<file path="src/rtl/cpu_controller.sv">
// Instruction sequencer: IDLE -> FETCH -> DECODE -> EXEC -> WB, owning PC, IR and the datapath strobes.
// Define CPU_HALT_EN to decode an all-ones instruction as HALT (stop until reset).
module cpu_controller #(
    parameter int MemSize  = 10,
    parameter int DataSize = 32
) (
    input  logic                clk,
    input  logic                reset,
    input  logic [DataSize-1:0] instruction,
    input  logic                hold,
    output logic [MemSize-1:0]  PC,
    output logic                IM_read,
    output logic                IM_write,
    output logic                IM_enable,
    output logic [DataSize-1:0] ir,
    output logic [3:0]          alu_op,
    output logic                imm_sel,
    output logic                exec_en,
    output logic                wb_en,
    output logic                illegal,
    output logic                halted
);

`ifdef CPU_HALT_EN
    typedef enum logic [2:0] {IDLE, FETCH, DECODE, EXEC, WB, HALT} state_t;
`else
    typedef enum logic [2:0] {IDLE, FETCH, DECODE, EXEC, WB} state_t;
`endif

    typedef struct packed {
        logic       illegal;
        logic       imm_sel;
        logic [3:0] alu_op;
    } decode_t;

    localparam logic [3:0] OP_ADD  = 4'd0;
    localparam logic [3:0] OP_SUB  = 4'd1;
    localparam logic [3:0] OP_AND  = 4'd2;
    localparam logic [3:0] OP_OR   = 4'd3;
    localparam logic [3:0] OP_XOR  = 4'd4;
    localparam logic [3:0] OP_SLL  = 4'd5;
    localparam logic [3:0] OP_SRL  = 4'd6;
    localparam logic [3:0] OP_ROTR = 4'd7;
    localparam logic [3:0] OP_MOV  = 4'd8;

    state_t  state;
    decode_t dec;
    logic    dec_halt;

    // Unknown encodings come back with alu_op=0 and imm_sel=0 alongside the illegal flag.
    function automatic decode_t decode(input logic [5:0] opcode, input logic [4:0] sub);
        decode_t d;
        d = '0;
        case (opcode)
            6'b101000: begin d.alu_op = OP_ADD; d.imm_sel = 1'b1; end
            6'b101100: begin d.alu_op = OP_OR;  d.imm_sel = 1'b1; end
            6'b101011: begin d.alu_op = OP_XOR; d.imm_sel = 1'b1; end
            6'b100010: begin d.alu_op = OP_MOV; d.imm_sel = 1'b1; end
            6'b100000: begin
                case (sub)
                    5'b00000: d.alu_op = OP_ADD;
                    5'b00001: d.alu_op = OP_SUB;
                    5'b00010: d.alu_op = OP_AND;
                    5'b00100: d.alu_op = OP_OR;
                    5'b00011: d.alu_op = OP_XOR;
                    5'b01000: begin d.alu_op = OP_SLL;  d.imm_sel = 1'b1; end
                    5'b01001: begin d.alu_op = OP_SRL;  d.imm_sel = 1'b1; end
                    5'b01011: begin d.alu_op = OP_ROTR; d.imm_sel = 1'b1; end
                    default:  d.illegal = 1'b1;
                endcase
            end
            default: d.illegal = 1'b1;
        endcase
        return d;
    endfunction

    // Decoding the IM bus during DECODE lets the registered fields line up with ir from EXEC on.
    always_comb dec = decode(instruction[30:25], instruction[4:0]);

`ifdef CPU_HALT_EN
    logic halt_pending;
    assign dec_halt = &instruction;
`else
    assign dec_halt = 1'b0;
    assign halted   = 1'b0;
`endif

    // IM_read follows hold in the same cycle so a stalled fetch never strobes the memory.
    assign IM_read  = (state == FETCH) && !hold;
    assign IM_write = 1'b0;

    always_ff @(posedge clk) begin
        if (reset) begin
            state     <= IDLE;
            PC        <= '0;
            ir        <= '0;
            IM_enable <= 1'b0;
            exec_en   <= 1'b0;
            wb_en     <= 1'b0;
            illegal   <= 1'b0;
            alu_op    <= 4'd0;
            imm_sel   <= 1'b0;
`ifdef CPU_HALT_EN
            halt_pending <= 1'b0;
            halted       <= 1'b0;
`endif
        end else begin
            exec_en <= 1'b0;
            wb_en   <= 1'b0;
            case (state)
                IDLE: begin
                    state     <= FETCH;
                    IM_enable <= 1'b1;
                end
                FETCH: begin
                    if (!hold) state <= DECODE;
                end
                DECODE: begin
                    ir      <= instruction;
                    alu_op  <= dec.alu_op;
                    imm_sel <= dec.imm_sel;
                    illegal <= dec.illegal && !dec_halt;
                    exec_en <= !dec.illegal;
`ifdef CPU_HALT_EN
                    halt_pending <= dec_halt;
`endif
                    state   <= EXEC;
                end
                EXEC: begin
`ifdef CPU_HALT_EN
                    if (halt_pending) begin
                        state     <= HALT;
                        IM_enable <= 1'b0;
                        halted    <= 1'b1;
                    end else
`endif
                    begin
                        state <= WB;
                        wb_en <= !illegal;
                    end
                end
                WB: begin
                    PC      <= PC + MemSize'(1);
                    illegal <= 1'b0;
                    state   <= FETCH;
                end
`ifdef CPU_HALT_EN
                HALT: state <= HALT;
`endif
                default: state <= IDLE;
            endcase
        end
    end

endmodule

</file>
<file path="config.mk">
export PLATFORM = sky130hd
export DESIGN_NAME = cpu_controller
export DESIGN_NICKNAME = d
export VERILOG_FILES = /design/src/rtl/cpu_controller.sv
export SDC_FILE = /design/constraint.sdc
export NUM_CORES = 1
export LEC_CHECK = 0
export CORE_MARGIN = 2
export CORE_UTILIZATION = 47
export DETAILED_ROUTE_END_ITERATION = 6
export GPL_TIMING_DRIVEN = 0
export PLACE_DENSITY = 0.88
export SLEW_MARGIN = 0
export SYNTH_ARGS = -nofsm -noshare
export SYNTH_HDL_FRONTEND = slang
export SYNTH_SLANG_ARGS = --single-unit
</file>
<file path="constraint.sdc">
create_clock -name clk -period 4.23 [get_ports clk]
set_input_delay 0.423 -clock clk [delete_from_list [all_inputs] [get_ports clk]]
set_output_delay 0.423 -clock clk [all_outputs]
set_load 0.02 [all_outputs]
</file>
Word level (Yosys, flattened, before mapping). Cells that the tools add are included. Widths: inputs -> output; s select.

Add/subtract/negate cells: 1. Equality and inequality tests: 17. Multiplexer cells: 8. Bitwise operators: 2. Reductions and logical operators: 13.

Operators by type and width (count): $eq 6x6->1 const B (5); $pmux 5 s5 (1); $pmux 3 s7 (1); $eq 5x4->1 const B (3); $pmux 3 s4 (1); $add 10x1->10 const B (1); $eq 5x2->1 const B (2); $reduce_or 8->1 (1); $eq 3x2->1 const B (2); $reduce_or 2->1 (3); $eq 5x1->1 const B (1); $eq 5x3->1 const B (1); $logic_not 5->1 (1); $pmux 1 s2 (2); $reduce_or 4->1 (1); $eq 3x1->1 const B (1); $eq 3x3->1 const B (1); $logic_not 1->1 (3); $logic_not 3->1 (1); $mux 3 (1); $reduce_or 3->1 (1); $mux 1 (2); $ne 2x2->1 const B (1); $not 1->1 (2); other kinds (2) (2).

Register bits: 54. Output and inout port bits: 54. Logic and storage cells: 50.

Depth between registers and ports, before layout. Gate-level depths: netlist of run 1.

Word-level depth: 5. Gate-level depth with buffers: 6. Mapped depth without buffers: 5.

Worst setup path before layout of run 1. No wires, ideal clock.

Path kind: reg2out. Start: reg state[0]. End: out IM_read. Arrival: 1.214 ns. Data required time: 3.807 ns. Setup slack: 2.593 ns. Cell stages (with the launch flop): 3. Path through: dfxtp_1 > inv_1 > nor4_1.

Cells in the longest elaborated chain, start to end: 2.

RTL lines: start, declared (RTL line 46) `state_t state;`; start signal, assigned (RTL line 94) `state <= IDLE;`; start signal, assigned (RTL line 112) `state <= FETCH;`; start signal, assigned (RTL line 116) `if (!hold) state <= DECODE;`; $eq 3x1->1 (RTL line 89) `assign IM_read = (state == FETCH) && !hold;`; $logic_and 1x1->1 (RTL line 89); end, declared (RTL line 12) `output logic IM_read,`.

No other way between the ends.

Worst setup path after layout of run 1. Same ends and word-level chain as after synthesis.

==> metrics, run 1 <==
I/O Pins=89; Die X=73.9 um; first-pass GRT wire length=8650 um; CTS tree=done; worst slew pin tran=0.567 ns; Placed Instance Area=3180 sq um; Hold Path Sink=ir[2]$_SDFFE_PP0N_; ANT nets after route=0; Final setup viols=0; Final Skew=0.00336 ns; CORE AREA=4720 sq um; top cell type's share of synthesized area=0.470; clk sinks=54; Worst Setup End Kind=primary output; DP Wirelength=4090 um; DP Worst Slack=2.09 ns; Nets=402; largest cells by area after synthesis=dfxtp_1, nand2_1, a21oi_1, nor2_1, xnor2_1; most frequent cells after synthesis=nand2_1, dfxtp_1, a21oi_1, nor2_1, buf_2; sequential share of the synthesized area=0.470; min-delay worst type=primary input to register; clock-pin slew on the worst setup and hold paths=0.09 ns; drt wl/cell=13.0 um; Yosys reg bits=54; final WL=5610 um; area grow syn2layout=41.5%; mapped cell area=2300 sq um; Die Span Y=73.9 um; Crit Reg-Reg Endpoint=alu_op[2]$_SDFFE_PP0N_; P_leak=1.13 nW; Design Area, Final=3250 sq um; post-CTS resize count=0; largest incremental delay on the critical path=0.65 ns; final count of hold timing violations=0; Final Cycle Share=0.532; Worst Path Arrival=1.83 ns; total CTS buffers=5; Reg2Reg Depth=6; Worst Hold Depth=3; postcts setup bufs=0; Max clock buf depth=2; critical path's slowest cell=clkdlybuf4s50_1; vias in the first global route=1915; Starting Density=0.487; setup_tns=0 ns; Max Cap Viol=0; drt drc=0; H-tree levels=2; Worst Setup Slack, final=1.98 ns; Pre-Repair DR Iteration Count=4; diode count=0; layout cells sized above 1=0.0820; GR Overflow Total=0; CP Class=register to primary output; initial antenna violation count=0; Crit path required time=3.81 ns; Synth Flop Type=dfxtp_1; min-delay src=instruction[2]; PortBufs=79; Worst R2R Setup Slack=2.59 ns; RSZ-0062 raised after global routing=no; unique cell type count in the Yosys netlist=45; status=finished, final reports clean; most common cell in the netlist=nand2_1; root buf cell=clkbuf_8; largest net degree at the start of global routing=15; CP cell instances=inv_1, nor4_1, clkdlybuf4s50_1; Yosys warnings=0; Worst VDD drop=0.143 mV; final core utilization=0.689; GPL Wtd Cong=0.911; syn avg cell area=8.24 sq um; routed vias/inst=5.00; Reg2Reg Launch Point=state[1]$_SDFFE_PP0P_; vias=2164; final hold slack=0.401 ns; PwrDens=288 nW/um^2; Slew HR=0.620; fin crit period=2.25 ns; Site Rows=25; total track usage=0.202; Crit Path Max Fanout=7; hold_buf cts=0; Post-synth EDFFs=0; Synth area leader=dfxtp_1; Critical Path Start Type=register; Synth async-reset ratio=0; fmax=445 MHz; Post-Syn Instances=279; drt first-iter violations=85; Clock Latency Late Sink=0.29 ns; Die Area=5470 sq um; final slew viol count=0
## layout make-up
cell class | count | area [sq um]
repair buffers | 79 | 791
clock buffers | 7 | 76.3
multi-input cells | 199 | 1080
fillers | 404 | 1470
well taps | 67 | 83.8
plain buffers | 24 | 134
inverters | 3 | 11.3
flip-flops and latches | 54 | 1080
## logic make-up (layout without fill, tap and decap cells)
group / count (synthesis) / in the layout / synth area share
flip-flops: 54 / 54 / 0.470
XOR/XNOR: 10 / 10 / 0.0381
multiplexers: 3 / 3 / 0.0136
AO/OA/AOI/OAI: 55 / 55 / 0.134
adder cells (fa/ha/maj): 1 / 1 / 0.00544
AND/OR/NAND/NOR: 128 / 128 / 0.274
other: 1 / 2 / 0.00163
buffers and inverters: 27 / 113 / 0.0631
## power breakdown
part | switching (W) | internal (W) | total (W)
Combinational | 0.0000732 | 0.0000697 | 0.000143
Clock | 0.000149 | 0.000114 | 0.000263
Sequential | 0.00000753 | 0.000522 | 0.000529
Total | 0.000230 | 0.000706 | 0.000936
## through the flow
step / instances / total power (W)
2_1_floorplan: 280 / 0.000616
3_3_place_gp: 426 / 0.000681
3_5_place_dp: 426 / 0.000684
4_1_cts: 433 / 0.000944
5_1_grt: 433 / 0.000976
6_report: 433 / 0.000936
## worst max-delay path, delay by kind of cell, from the launching register on
kind	cells	cell delay [ns]
buffers and inverters	2	0.77
and+or+nand+nor	1	0.30
DFF	1	0.46
## metal layers
layer  vias up  track usage  routed length [um]
met5         -            0                   0
met4         0       0.0525                  67
met3         8       0.0650                 441
met2        74        0.342                2650
met1       980        0.249                2460
li1       1102            -                   -
## worst max-delay path by stage
stage	from	end	slack [ns]
after floorplan	state[0]$_SDFFE_PP0P_	IM_read	2.59
after global placement	hold	IM_read	2.10
after detailed placement	hold	IM_read	2.09
after CTS	state[0]$_SDFFE_PP0P_	IM_read	1.97
after global routing	state[0]$_SDFFE_PP0P_	IM_read	1.90
final	state[0]$_SDFFE_PP0P_	IM_read	1.98
## flip-flops by register name, indices dropped and copies added (netlist names)
register,count
exec_en,1
illegal,1
ir,32
state,3
imm_sel,1
wb_en,1
alu_op,4
PC,10
IM_enable,1
## layout by cell type (no fill, tap or decap), types with 4 or more instances in the layout
| cell type | count |
|---|---|
| buf_2 | 10 |
| a21oi_1 | 43 |
| nor2_1 | 17 |
| clkbuf_1 | 9 |
| xnor2_1 | 7 |
| clkdlybuf4s50_1 | 79 |
| dfxtp_1 | 54 |
| nor3_1 | 5 |
| nand3_1 | 4 |
| nor2b_1 | 4 |
| clkbuf_8 | 5 |
| nand2_1 | 71 |
No activity file was read; power rests on OpenSTA's default activity.
==> run 2, diff against run 1 <==
--- a/config.mk
+++ b/config.mk
@@ -6,10 +6,10 @@
 export NUM_CORES = 1
 export LEC_CHECK = 0
 export CORE_MARGIN = 2
-export CORE_UTILIZATION = 47
+export CORE_UTILIZATION = 43
 export DETAILED_ROUTE_END_ITERATION = 6
 export GPL_TIMING_DRIVEN = 0
-export PLACE_DENSITY = 0.88
+export PLACE_DENSITY = 0.82
 export SLEW_MARGIN = 0
 export SYNTH_ARGS = -nofsm -noshare
 export SYNTH_HDL_FRONTEND = slang
==> constraint.sdc (replaced) <==
create_clock -name clk -period 2.1 [get_ports clk]
set_input_delay 0.21 -clock clk [delete_from_list [all_inputs] [get_ports clk]]
set_output_delay 0.21 -clock clk [all_outputs]
set_load 0.02 [all_outputs]
==> run 2 against run 1 <==
Global-route usage fell by 0.15 points. Non-clock buffer count did not move. First-iteration DRC count rose by 21%. Clock-buffer cell count fell by 2. Sequential power rose by 100%. Clock skew rose by 0.0060 ns. Core utilization fell by 4.8 points. Setup slack got worse by 1.6 ns. Via count fell by 0.37%. Largest cell class unchanged. Largest power group unchanged.
==> metrics, run 2 (synthesis gave the netlist of run 1 again) <==
largest incremental delay on the critical path=0.39 ns (was 0.65 ns); CP Class=register to register (was register to primary output); Net Sw Frac=0.245 (was 0.246); Top reg by flops=ir (unchanged); clock-pin slew on the worst setup and hold paths=0.10 ns (was 0.09 ns); Crit path required time=2.29 ns (was 3.81 ns); Worst VDD drop=0.394 mV (was 0.143 mV); Worst Setup End Kind=register (was primary output); Die Span Y=77.1 um (was 73.9 um); Site Rows=26 (was 25); initial antenna violation count=0 (unchanged); min-delay worst type=primary input to register (unchanged); fin crit period=1.69 ns; Worst Path Arrival=1.88 ns (was 1.83 ns); Worst Hold Depth=3 (unchanged); fmax=593 MHz; largest net degree at the start of global routing=17 (was 15); drt first-iter violations=103 (was 85); P_leak=1.16 nW (was 1.13 nW); final WL=5890 um (was 5610 um); Final setup viols=0 (unchanged); Reg power frac=0.522 (was 0.566); PortBufs=79 (unchanged); Max clock buf depth=2 (unchanged); Slew HR=0.619 (was 0.620); commonest non-fill, non-tap cell in the layout=clkdlybuf4s50_1 (unchanged); P_int=0.00154 W (was 0.000706 W); cell count along the critical path=6 (was 3); GR Overflow Total=0 (unchanged); Max Cap Viol=0 (unchanged); Critical Path Start Type=register (unchanged); CP Capture Point=alu_op[2]$_SDFFE_PP0N_ (was IM_read); Crit Path Max Fanout=10 (was 7); register area=1080 sq um (unchanged); area of the multi-input gates=1080 sq um (unchanged); ANT nets after route=0 (unchanged); status=finished, final reports clean (unchanged); commonest non-fill, non-tap cells in the layout=clkdlybuf4s50_1, nand2_1, dfxtp_1 (unchanged); top flop regs=ir: 32 flops, PC: 10 flops, alu_op: 4 flops (unchanged); root buf cell=clkbuf_8 (unchanged); crit-path leading delay family=buffers and inverters (unchanged); Final Cycle Share=0.804; Nets=402 (unchanged); PwrDens=621 nW/um^2 (was 288 nW/um^2); met3 wire length=434 um (was 441 um); final hold slack=0.153 ns (was 0.401 ns); Clock Power Share=0.337 (was 0.282); area grow syn2layout=43.2% (was 41.5%); drt drc=0 (unchanged); Largest register FFs=32 (unchanged); CORE AREA=5140 sq um (was 4720 sq um); RSZ-0062 raised after global routing=no (unchanged); CTS tree=done (unchanged); layout cells sized above 1=0.0899 (was 0.0820); critical path's slowest cell=or3b_1 (was clkdlybuf4s50_1); filler cell count=487 (was 404); routed vias/inst=4.93 (was 5.00); CP cell instances=buf_2, or3b_1, buf_2, buf_2, a32oi_1, nor2_1 (was inv_1, nor4_1, clkdlybuf4s50_1); Pre-Repair DR Iteration Count=4 (unchanged); diode count=0 (unchanged); critical path launch point=state[1]$_SDFFE_PP0P_ (was state[0]$_SDFFE_PP0P_); Metal-1 WL=2620 um (was 2460 um); worst slew pin tran=0.572 ns (was 0.567 ns); vias=2156 (was 2164); Psw=0.000501 W (was 0.000230 W); Reg2Reg Depth=6 (unchanged); Die X=77.1 um (was 73.9 um); final slew viol count=0 (unchanged); first-pass GRT wire length=9680 um (was 8650 um); GPL Wtd Cong=0.849 (was 0.911); highest metal used=met4 (unchanged); drt wl/cell=13.5 um (was 13.0 um); H-tree levels=2 (unchanged); Starting Density=0.447 (was 0.487); Gate power share=0.141 (was 0.153); Die Area=5950 sq um (was 5470 sq um); Clock Latency Late Sink=0.31 ns (was 0.29 ns); final count of hold timing violations=0 (unchanged); total track usage=0.200 (was 0.202); total CTS buffers=5 (unchanged); Reg2Reg Launch Point=state[1]$_SDFFE_PP0P_ (unchanged); Crit Reg-Reg Endpoint=alu_op[2]$_SDFFE_PP0N_ (unchanged); DP Wirelength=4420 um (was 4090 um); vias in the first global route=1982 (was 1915); Final Skew=0.00931 ns (was 0.00336 ns); met2 wire len=2780 um (was 2650 um); crit path buf inv count=3 (was 2); Worst R2R Setup Slack=0.41 ns (was 2.59 ns); setup_tns=0 ns (unchanged); clk sinks=54 (unchanged); I/O Pins=89 (unchanged); most common cell type on the critical path=buf_2
## run 2: cell count changes in the layout (fill, tap and decap cells not counted), sizes merged
cell / previous run / this run
clkinv: 0 / 2
dlymetal6s2s: 0 / 1
clkdlybuf4s50: 79 / 78
clkbuf: 15 / 13
bufinv: 0 / 1
## run 2: cell type report
cell class,instances,area share
Multi-Input combinational cell,199,0.327
Tap cell,70,0.0266
Timing Repair Buffer,79,0.241
Inverter,3,0.00342
Clock inverter,3,0.0122
Buffer,24,0.0407
Clock buffer,5,0.0209
Sequential cell,54,0.328
## run 2: metal layers
metal | GRT usage | vias up
met3 | 0.0647 | 6
met2 | 0.333 | 69
li1 | - | 1105
met5 | 0 | -
met1 | 0.253 | 976
met4 | 0.0482 | 0
## run 2: worst min path at each step
stage / from / to / slack (ns)
floorplan: instruction[4] / ir[4]$_SDFFE_PP0N_ / 0.35
global placement: ir[9]$_SDFFE_PP0N_ / ir[9]$_SDFFE_PP0N_ / 0.44
detailed placement: alu_op[3]$_SDFFE_PP0N_ / alu_op[3]$_SDFFE_PP0N_ / 0.44
CTS: instruction[2] / ir[2]$_SDFFE_PP0N_ / 0.15
global route: instruction[2] / ir[2]$_SDFFE_PP0N_ / 0.18
finish: instruction[2] / ir[2]$_SDFFE_PP0N_ / 0.15
## run 2: per-stage QoR
step                      cell area (sq um)  instances   util  power (W)  setup WS [ns]
final                                  3290        437  0.640    0.00204          0.413
after global routing                   3290        437  0.640    0.00213          0.313
after CTS                              3290        437  0.640    0.00206         0.0567
after detailed placement               3180        429  0.619    0.00138          0.171
after global placement                 3180        429  0.619    0.00137          0.359
after floorplan                        2300        280      -    0.00124          0.663
## run 2: worst min-delay path, cell delays in order
cell	delay [ns]
buf_6	0.11
nand2_1	0.05
a21oi_1	0.05
## run 2: what timing repair did
item,CTS,global route
hold buffers,0,0
endpoints found under the setup margin,0,1
gates resized for setup,0,1
buffers inserted,0,0
## run 2: power by group through the flow
stage	clock [W]	combinational [W]	sequential, W
floorplan	0	0.000122	0.00112
global placement	0	0.000282	0.00109
detailed placement	0	0.000289	0.00109
CTS	0.000702	0.000291	0.00107
global route	0.000746	0.000315	0.00107
finish	0.000688	0.000289	0.00107
